**config.mk**
```make
export PLATFORM = sky130hd
export DESIGN_NAME = exe_stage
export DESIGN_NICKNAME = d
export VERILOG_FILES = /design/src/rtl/exe_stage.sv
export SDC_FILE = /design/constraint.sdc
export NUM_CORES = 1
export LEC_CHECK = 0
export CORE_UTILIZATION = 44
export CTS_BUF_LIST = sky130_fd_sc_hd__clkbuf_16
export DETAILED_ROUTE_END_ITERATION = 12
export PLACE_DENSITY_LB_ADDON = 0.3
export SYNTH_ARGS = -nofsm -noshare
export SYNTH_HDL_FRONTEND = slang
export SYNTH_SLANG_ARGS = --single-unit
```
**constraint.sdc**
```tcl
create_clock -name clk -period 10.3 [get_ports clk]
set_input_delay 2.06 -clock clk [delete_from_list [all_inputs] [get_ports clk]]
set_output_delay 2.06 -clock clk [all_outputs]
set_load 0.01 [all_outputs]
```
**src/rtl/exe_stage.sv**
```systemverilog
// Execute stage of the RV32 pipeline: input register, single-cycle ALU, optional iterative RV32M unit.
// Define EXE_MULDIV_EN to build the 32-iteration multiply/divide FSM; otherwise ops 16-23 yield 0.
module exe_stage #(
    parameter int XLEN  = 32,
    parameter int IN_W  = 112,
    parameter int OUT_W = 75
) (
    input  logic             clk,
    input  logic             rst,
    input  logic             id_valid,
    input  logic [IN_W-1:0]  id_exe_bus_in,
    input  logic             flush,
    output logic             exe_ready,
    output logic             exe_busy,
    output logic [OUT_W-1:0] exe_mem_bus_out
);
    localparam int META_W = OUT_W - XLEN;

    logic [XLEN-1:0]   in_op1, in_op2;
    logic [4:0]        in_op;
    logic [META_W-1:0] in_meta;
    logic              cap;

    logic [XLEN-1:0]   op1_p1, op2_p1;
    logic [4:0]        op_p1;
    logic [META_W-1:0] meta_p1;
    logic              vld_p1;
    logic [XLEN-1:0]   alu_res;

    assign in_op1  = id_exe_bus_in[111:80];
    assign in_op2  = id_exe_bus_in[79:48];
    assign in_op   = id_exe_bus_in[47:43];
    assign in_meta = id_exe_bus_in[42:0];
    assign cap     = id_valid & exe_ready & ~flush;

    // ---- p0 -> p1: decode bus capture ----
    always_ff @(posedge clk) begin
        if (rst) begin
            vld_p1  <= 1'b0;
            op1_p1  <= '0;
            op2_p1  <= '0;
            op_p1   <= '0;
            meta_p1 <= '0;
        end else begin
            vld_p1 <= cap;
            if (cap) begin
                op1_p1  <= in_op1;
                op2_p1  <= in_op2;
                op_p1   <= in_op;
                meta_p1 <= in_meta;
            end
        end
    end

    logic signed [XLEN-1:0] op1_s, op2_s;
    assign op1_s = op1_p1;
    assign op2_s = op2_p1;

    always_comb begin
        alu_res = '0;
        case (op_p1)
            5'd0:    alu_res = op1_p1 + op2_p1;
            5'd1:    alu_res = op1_p1 - op2_p1;
            5'd2:    alu_res = op1_p1 & op2_p1;
            5'd3:    alu_res = op1_p1 | op2_p1;
            5'd4:    alu_res = op1_p1 ^ op2_p1;
            5'd5:    alu_res = op1_p1 << op2_p1[4:0];
            5'd6:    alu_res = op1_p1 >> op2_p1[4:0];
            5'd7:    alu_res = op1_s >>> op2_p1[4:0];
            5'd8:    alu_res = {31'b0, op1_s < op2_s};
            5'd9:    alu_res = {31'b0, op1_p1 < op2_p1};
            5'd10:   alu_res = op2_p1;
            default: alu_res = '0;
        endcase
    end

`ifdef EXE_MULDIV_EN
    typedef enum logic [1:0] {IDLE, BUSY, DONE} state_t;

    state_t          state, state_nxt;
    logic [4:0]      cnt;
    logic [XLEN-1:0] a_p2, b_p2, res_p2, fin;
    logic [63:0]     acc_p2, mul_acc, prod_fix;
    logic [32:0]     mul_sum, r33;
    logic [XLEN-1:0] mul_a, div_a, div_hi, quo_fix, rem_fix;
    logic            start, ge, s1, s2, div0;

    function automatic logic op1_signed(input logic [4:0] op);
        return (op == 5'd16) || (op == 5'd17) || (op == 5'd18) || (op == 5'd20) || (op == 5'd22);
    endfunction

    function automatic logic op2_signed(input logic [4:0] op);
        return (op == 5'd16) || (op == 5'd17) || (op == 5'd20) || (op == 5'd22);
    endfunction

    function automatic logic [XLEN-1:0] mag(input logic [XLEN-1:0] v, input logic sgn);
        return (sgn && v[XLEN-1]) ? -v : v;
    endfunction

    assign start = cap & (in_op[4:3] == 2'b10);

    always_comb begin
        state_nxt = state;
        case (state)
            IDLE:    if (start) state_nxt = BUSY;
            BUSY:    if (cnt == 5'd31) state_nxt = DONE;
            DONE:    state_nxt = start ? BUSY : IDLE;
            default: state_nxt = IDLE;
        endcase
        if (flush) state_nxt = IDLE;
    end

    // One shift-add step (right-shifting product) and one restoring-divide step per BUSY cycle
    always_comb begin
        mul_sum = {1'b0, acc_p2[63:32]} + {1'b0, (a_p2[0] ? b_p2 : '0)};
        mul_acc = {mul_sum, acc_p2[31:1]};
        mul_a   = a_p2 >> 1;
        r33     = {acc_p2[63:32], a_p2[XLEN-1]};
        ge      = r33 >= {1'b0, b_p2};
        div_hi  = ge ? 32'(r33 - {1'b0, b_p2}) : r33[31:0];
        div_a   = {a_p2[XLEN-2:0], ge};
    end

    // Sign fix-up applied to the values produced by the final iteration
    always_comb begin
        s1       = op1_signed(op_p1) & op1_p1[XLEN-1];
        s2       = op2_signed(op_p1) & op2_p1[XLEN-1];
        div0     = (op2_p1 == '0);
        prod_fix = (s1 ^ s2) ? -mul_acc : mul_acc;
        quo_fix  = (s1 ^ s2) ? -div_a : div_a;
        rem_fix  = s1 ? -div_hi : div_hi;
        case (op_p1[2:0])
            3'd0:       fin = prod_fix[31:0];
            3'd1, 3'd2,
            3'd3:       fin = prod_fix[63:32];
            3'd4, 3'd5: fin = div0 ? '1 : quo_fix;
            default:    fin = div0 ? op1_p1 : rem_fix;
        endcase
    end

    // ---- p1 -> p2: iterative RV32M unit ----
    always_ff @(posedge clk) begin
        if (rst) begin
            state  <= IDLE;
            cnt    <= '0;
            res_p2 <= '0;
        end else begin
            state <= state_nxt;
            if (flush) begin
                cnt <= '0;
            end else if (start) begin
                cnt <= '0;
            end else if (state == BUSY) begin
                cnt <= cnt + 5'd1;
                if (cnt == 5'd31) res_p2 <= fin;
            end
        end
    end

    always_ff @(posedge clk) begin
        if (start) begin
            a_p2   <= mag(in_op1, op1_signed(in_op));
            b_p2   <= mag(in_op2, op2_signed(in_op));
            acc_p2 <= '0;
        end else if (state == BUSY) begin
            a_p2   <= op_p1[2] ? div_a : mul_a;
            acc_p2 <= op_p1[2] ? {div_hi, 32'b0} : mul_acc;
        end
    end

    assign exe_busy  = (state == BUSY);
    assign exe_ready = ~exe_busy;

    always_comb begin
        exe_mem_bus_out = '0;
        if (state == DONE)
            exe_mem_bus_out = {res_p2, meta_p1};
        else if (vld_p1 && state == IDLE)
            exe_mem_bus_out = {alu_res, meta_p1};
    end
`else
    assign exe_busy        = 1'b0;
    assign exe_ready       = 1'b1;
    assign exe_mem_bus_out = vld_p1 ? {alu_res, meta_p1} : '0;
`endif
endmodule

```
# == After elaboration in Yosys (flattened, before gate mapping) ==
# Index checks and enable logic that the tools add are counted.
# classes
n_addsub,2
magnitude_cmp,2
n_eq_ne,10
shift,3
muxes,2
bitwise_logic,5
reduce_logical,1
# op_table
cell,n
$pmux 32 s11,1
$mux 75,1
$lt 32x32->1,2
$add 32x32->32,1
$and 32x32->32,1
$or 32x32->32,1
$shl 32x5->32,1
$shr 32x5->32,1
$sshr 32x5->32,1
$sub 32x32->32,1
$xor 32x32->32,1
$eq 5x3->1 const B,4
$eq 5x4->1 const B,3
$eq 5x2->1 const B,2
$eq 5x1->1 const B,1
$logic_not 5->1,1
$and 1x1->1,1
$not 1->1,1
# word_totals
regBits,113
input_bits,116
elab_cells,30

# == Longest topological paths before layout ==
# Gate-level depths: netlist of the first run.
# depth
word_depth,3
ltp_mapped,14
mapped_depth_nobuf,12

# == Worst setup path after synthesis of the first run ==
# Ideal clock, no wire load.
# synth_timing
path_kind,register to output
from,register op2_p1[2]
to,output port exe_mem_bus_out[65]
arrival_ns,3.512
slack_ns,4.728
path_stages_with_launch,15
cell_sequence,dfxtp_1 -> clkinv_1 -> buf_1 -> buf_2 -> buf_2 -> ha_1 -> buf_2 -> a21o_1 -> a31o_2 -> o2111ai_1 -> nand2_1 -> a2111oi_0 -> o21a_1 -> o21ai_0 -> a31oi_1
# synth_via
elab_chain_len,3
# synth_rtl
item,line,text
start: declaration,24,"logic [XLEN-1:0] op1_p1, op2_p1;"
start signal: assignment,48,op2_p1 <= in_op2;
"$sub 32x32->32, or another cell as far along",63,5'd1: alu_res = op1_p1 - op2_p1;
$pmux 32 s11 *,61,case (op_p1)
$mux 75 *,184,"assign exe_mem_bus_out = vld_p1 ? {alu_res, meta_p1} : '0;"
end: declaration,15,output logic [OUT_W-1:0] exe_mem_bus_out
# Every way passes the cells marked *; elsewhere a longest branch is shown, timed or not.

# == Final worst setup path of the first run ==
# layout_timing
from,register op2_p1[0]
to,output port exe_mem_bus_out[70]
# The elaborated chain is that of the path after synthesis.

==> results of run 1 <==
## cell type report
type | instances | area [um^2]
Fill cell | 2938 | 13800
Timing Repair Buffer | 222 | 2140
Inverter | 94 | 352.8
Multi-Input combinational cell | 1524 | 10300
Tap cell | 390 | 488.0
Clock inverter | 15 | 171.4
Clock buffer | 17 | 425.4
Antenna cell | 1 | 2.502
Sequential cell | 113 | 2273
## state kept, by name (all words and copies together) (netlist names)
register	cells
meta_p1	43
op1_p1	32
op2_p1	32
op_p1	5
vld_p1	1
## worst paths after layout
kind	slack (ps)	depth (start not counted)	end	from
setup reg to reg	8790	3	op2_p1[0]	op2_p1[0]
hold reg to reg	450	2	meta_p1[21]	meta_p1[21]
setup / recovery	3430	8	exe_mem_bus_out[70]	op2_p1[0]
hold / removal	450	2	meta_p1[21]	meta_p1[21]
## routing by layer
layer,routed length [um],vias to the layer above,track usage [%],part of all wire (%)
met4,1544,0,11.82,2.7
met5,0,-,0,0
met3,5613,94,7.326,9.6
met2,25560,846,56.10,44
li1,-,7010,-,-
met1,25450,7313,51.62,44
## critical path, delay by kind of cell (launching register included)
| kind | cells | cell delay [ps] |
|---|---|---|
| buffers and inverters | 3 | 1390 |
| AO/OA/AOI/OAI | 3 | 1370 |
| multiplexers | 2 | 1070 |
| flip-flops | 1 | 520 |
## synthesized netlist by cell type (19+ instances only)
cell type and number:
o2111ai_1 19, o21ai_0 87, inv_1 92, o211ai_1 31
a21oi_1 232, ha_1 104, mux2i_1 48, nor2_1 141
clkbuf_1 116, buf_2 24, a221oi_1 24, nand3_1 31
a31oi_1 19, and2_1 49, a211oi_1 24, nand2_1 342
nor3_1 26, a22oi_1 21, dfxtp_1 113, mux4_2 42
## through the flow
step / instance area, um^2 / util, % / power (mW) / setup slack, ps / instances
2_1_floorplan: 13570 / - / 0.8050 / 4728 / 1897
3_3_place_gp: 15550 / 51.92 / 0.9828 / 3997 / 2343
3_5_place_dp: 15550 / 51.92 / 0.9865 / 4023 / 2343
4_1_cts: 16150 / 53.91 / 1.610 / 3534 / 2375
5_1_grt: 16150 / 53.91 / 1.680 / 3162 / 2375
6_report: 16150 / 53.92 / 1.612 / 3426 / 2376
## power groups by stage
| stage | Combinational, mW | Clock (mW) | Sequential, mW |
|---|---|---|---|
| finish | 0.498 | 0.619 | 0.495 |
| floorplan | 0.321 | 0 | 0.484 |
| global route | 0.536 | 0.646 | 0.497 |
| detailed placement | 0.484 | 0 | 0.502 |
| global placement | 0.482 | 0 | 0.501 |
| CTS | 0.487 | 0.631 | 0.493 |
## cells by family after synthesis
kind of cell    count (synthesis)  share of synthesized area, %
xor+xnor                       16                         1.033
fa+ha+maj                     106                         9.883
other cells                     2                       0.05534
mux                           114                         13.50
compound gates                603                         28.79
simple gates                  683                         22.28
buf+inv                       260                         7.790
flops                         113                         16.67
==> impl_metrics.ini, run 1 <==
[routing]
ant_nets = 0
dr_total_vias = 15260
drtIter0Drc = 1933
drc = 0
via_per_inst = 6.424
post_drt_wl_per_cell_um = 24.48
firstDrtPassIters = 7
postRouteWirelength_um = 58170

[power_and_ir_drop]
power.switching_uw = 595.8
pwr-share-comb_pct = 30.9
p_per_area_nw_per_um2 = 99.78
p_sw_share_pct = 36.97
p_int_mw = 1.016
clkPwrFrac_pct = 38.4
irDropWorstVdd_uv = 116.6
leakage_nw = 5.998
pwr-share-seq_pct = 30.7

[clocking]
cts-root-buf = clkbuf_16
cts.clk_slew.worst_paths_ps = 60
hold_buffers = 0
cts_resized = 0
htreeDepth = 4
numCtsBuffers = 17
clk_latency_ps = 430
postCtsSetupBuffers = 0
clk_path_buf_depth = 2
clock_sinks = 113
cts_tree = built

[sta]
period_share_pct = 66.74
max_slew_margin_pct = 15.89
holdWs_ps = 450.4
fin_skew_ps = 0
worst_slew_pin_slew_ps = 1230
final_hold_viol_count = 0
drv_slew = 0
grt_setup_unrepaired = no
setup_tns_ps = 0
finalSetupViolations = 0
max_freq_mhz = 145.5
period_needed_ps = 6874

[grt]
grt_pass1_wl_um = 87380
antenna_found_initial = 0
track_usage_pct = 36.82
grt_max_degree = 88
grt_overflow = 0
grt_pass1_vias = 14250

[die]
die_area_um2 = 31550
fp-row-count = 63
initial_core_util_pct = 45.31
die_width_um = 177.6
io_pins = 193
fp.coreArea_um2 = 29950
die_y_um = 177.6

[worst_setup_path]
crit_path_max_incr_delay_ps = 1100
cp.required_ps = 8240
cp-start-kind = flop
path_common_cell = buf_4
criticalPathCategory = reg2out
crit_chain = buf_4 -> mux4_1 -> mux2i_1 -> o22ai_1 -> a2111oi_0 -> buf_4 -> a31oi_1 -> clkdlybuf4s50_1
end_kind = primary output
crit_arrival_ps = 4810
cp_slowest_cell = a2111oi_0
crit_fanout = 49

[cells_and_area]
final_cell_mix = nand2_1 (342), a21oi_1 (232), clkdlybuf4s50_1 (189)
final_nets = 2194
drive_gt1_share_pct = 7.859
final_common_cell = nand2_1
area_growth_pct = 19.01

[logic_synthesis]
synth_top_area_cell = dfxtp_1
netlist_instances = 1897
synth_flop_cell = dfxtp_1
synth_edf_count = 0
synth.yosys.warnings = 0
yosys.area.top_type_share_pct = 16.67
synth_cell_types = 85
synth-seq-cells = 113
syn_area_per_cell_um2 = 7.154
yosysSeqAreaShare_pct = 16.67
async_flop_share_pct = 0
syn_area_um2 = 13570
synth_nets = 2119
synthTopCellsByArea = dfxtp_1 (17%), ha_1 (9.6%), nand2_1 (9.5%)

[worst_hold_path]
hold_path.class = reg2reg

[placed_design]
place_congestion = 1.042
io_buffers = 190
dpl.hpwl_um = 42730

[status]
status = finished clean

[run]
cap_violations = 0
Note: power is estimated with default switching activity, not from simulation.
==> inputs of run 2 (changes only) <==
==> constraint.sdc (replaced) <==
create_clock -name clk -period 5.5 [get_ports clk]
set_input_delay 1.1 -clock clk [delete_from_list [all_inputs] [get_ports clk]]
set_output_delay 1.1 -clock clk [all_outputs]
set_load 0.01 [all_outputs]
==> run 2 against run 1 <==
  * Critical path depth increased by 3
  * Clock power is 78% higher
  * Cell count up 2.0%
  * Core utilization up 1.3 points
  * Die area is the same
  * Flip-flop and latch count unchanged
  * Combinational power grew 100%
  * Global-route usage grew 2.0 points
  * Non-clock buffer count is 47 higher
  * Cell area grew 2.4%
  * Clock skew stayed put
  * Setup slack lost 3300 ps
  * Critical endpoint is now exe_mem_bus_out[72]
==> impl_metrics.ini, run 2 (synthesized netlist as in run 1, its figures left out) <==
[status]
status = finished clean

[routing]
post_drt_wl_per_cell_um = 25.41
drtIter0Drc = 2196
dr_total_vias = 15710
via_per_inst = 6.479
firstDrtPassIters = 6
drc = 0
postRouteWirelength_um = 61590
met1_length_um = 26500
wl_met2_um = 25550
ant_nets = 0
maxUsedRoutingLayer = met4
met3_length_um = 6924

[cells_and_area]
final_cell_mix = nand2_1 (342), a21oi_1 (232), clkdlybuf4s50_1 (189)
regMostFlops = meta_p1
final_nets = 2241
drive_gt1_share_pct = 10.29
final_common_cell = nand2_1
area_growth_pct = 21.92
fin_cells = 2424
largest_reg_flops = 43
top_regs = meta_p1: 43 flops, op1_p1: 32 flops, op2_p1: 32 flops

[worst_setup_path]
cp_num_buf_inv = 2
criticalPathCategory = reg2out
cp.required_ps = 4400
cp-start-kind = flop
crit_fanout = 11
end_kind = primary output
crit_chain = inv_1 -> ha_1 -> o211ai_1 -> o21ai_1 -> a22oi_2 -> o311a_1 -> a211oi_1 -> a21oi_1 -> or4_1 -> nand3_1 -> clkdlybuf4s50_1
crit_arrival_ps = 4270
crit_path_max_incr_delay_ps = 580
crit_family = compound AO/OA/AOI/OAI gates
cp_slowest_cell = clkdlybuf4s50_1

[clocking]
numCtsBuffers = 17
cts_tree = built
hold_buffers = 0
htreeDepth = 4
cts.clk_slew.worst_paths_ps = 70
clk_path_buf_depth = 2
clk_latency_ps = 430
clock_sinks = 113
cts-root-buf = clkbuf_16

[grt]
track_usage_pct = 38.81
grt_max_degree = 85
grt_pass1_vias = 14700
grt_pass1_wl_um = 91540
antenna_found_initial = 2
grt_overflow = 0

[power_and_ir_drop]
clkPwrFrac_pct = 36.6
pwr-share-comb_pct = 33.4
power.switching_mw = 1.133
pwr-share-seq_pct = 30.0
p_sw_share_pct = 37.61
p_per_area_nw_per_um2 = 182.1
irDropWorstVdd_uv = 240.2
leakage_nw = 6.225
p_int_mw = 1.880

[die]
fp.coreArea_um2 = 29950
die_width_um = 177.6
die_y_um = 177.6
initial_core_util_pct = 45.31
io_pins = 193
fp-row-count = 63
die_area_um2 = 31550

[sta]
max_slew_margin_pct = 22.45
max_freq_mhz = 186.2
worst_slew_pin_slew_ps = 1161
drv_slew = 0
grt_setup_unrepaired = yes
final.setup.worst_slack_ps = 128.5
period_needed_ps = 5371
fin_skew_ps = 0
holdWs_ps = 448.7
final_hold_viol_count = 0
finalSetupViolations = 0
period_share_pct = 97.66

[placed_design]
dp.cells = 2389
io_buffers = 190
place_congestion = 1.026
place_ws_ps = 475.6
dpl.hpwl_um = 46140

[worst_hold_path]
hold_path.class = reg2reg

[run]
cap_violations = 0
run 2: cell types whose count changed in the layout (fill, tap and decap cells not counted), moves of 2 or more:
| cell | previous run | this run |
|---|---|---|
| ha_2 | 0 | 2 |
| buf_12 | 0 | 3 |
| ha_1 | 104 | 102 |
| o21ai_0 | 86 | 84 |
| o21ai_1 | 4 | 6 |
| buf_4 | 33 | 77 |
run 2: area by class of cell:
class | instances | area [um^2]
clock inverters | 15 | 147.6
well taps | 390 | 488.0
diodes | 2 | 5.005
repair buffers | 269 | 2530
fillers | 2938 | 13410
multi-input cells | 1524 | 10320
inverters | 94 | 352.8
clock buffers | 17 | 425.4
flip-flops and latches | 113 | 2275
run 2: worst register-to-register path, delay by kind of cell (launching register included):
family          cells  cell delay [ps]
flops               1              550
simple gates        1               90
compound gates      1              180
buf+inv             1              370
run 2: stage by stage:
stage          area, um^2  power [mW]  setup TNS, ps  utilization (%)
2_1_floorplan       13570       1.508              0                -
3_3_place_gp        15940       1.884              0            53.20
3_5_place_dp        15940       1.887              0            53.20
4_1_cts             16510       2.996              0            55.11
5_1_grt             16540       3.135         -233.7            55.23
6_report            16550       3.013              0            55.24
run 2: worst paths after layout:
check	start	to	depth (start not counted)	slack, ps
worst max-delay path	op2_p1[4]	exe_mem_bus_out[72]	11	130
worst min-delay path	meta_p1[10]	meta_p1[10]	2	450
worst max register to register	op_p1[0]	op_p1[0]	3	4240
worst min register to register	meta_p1[10]	meta_p1[10]	2	450
run 2: timing repair:
| item | in CTS | in global routing |
|---|---|---|
| endpoints found under the setup margin | 0 | 10 |
| endpoints found under the hold margin | 0 | 0 |
| gates resized for setup | 0 | 9 |
| setup buffers | 0 | 1 |
run 2: power groups by stage:
stage	Sequential (mW)	Clock [mW]	Combinational [mW]
finish	0.905	1.10	1.01
global route	0.908	1.15	1.07
CTS	0.902	1.12	0.973
detailed placement	0.919	0	0.968
global placement	0.918	0	0.966
floorplan	0.907	0	0.601
run 2: layer usage:
layer | track usage, % | up-vias
met5 | 0 | -
met2 | 56.18 | 962
met4 | 15.81 | 0
li1 | - | 7112
met3 | 10.54 | 136
met1 | 53.85 | 7496
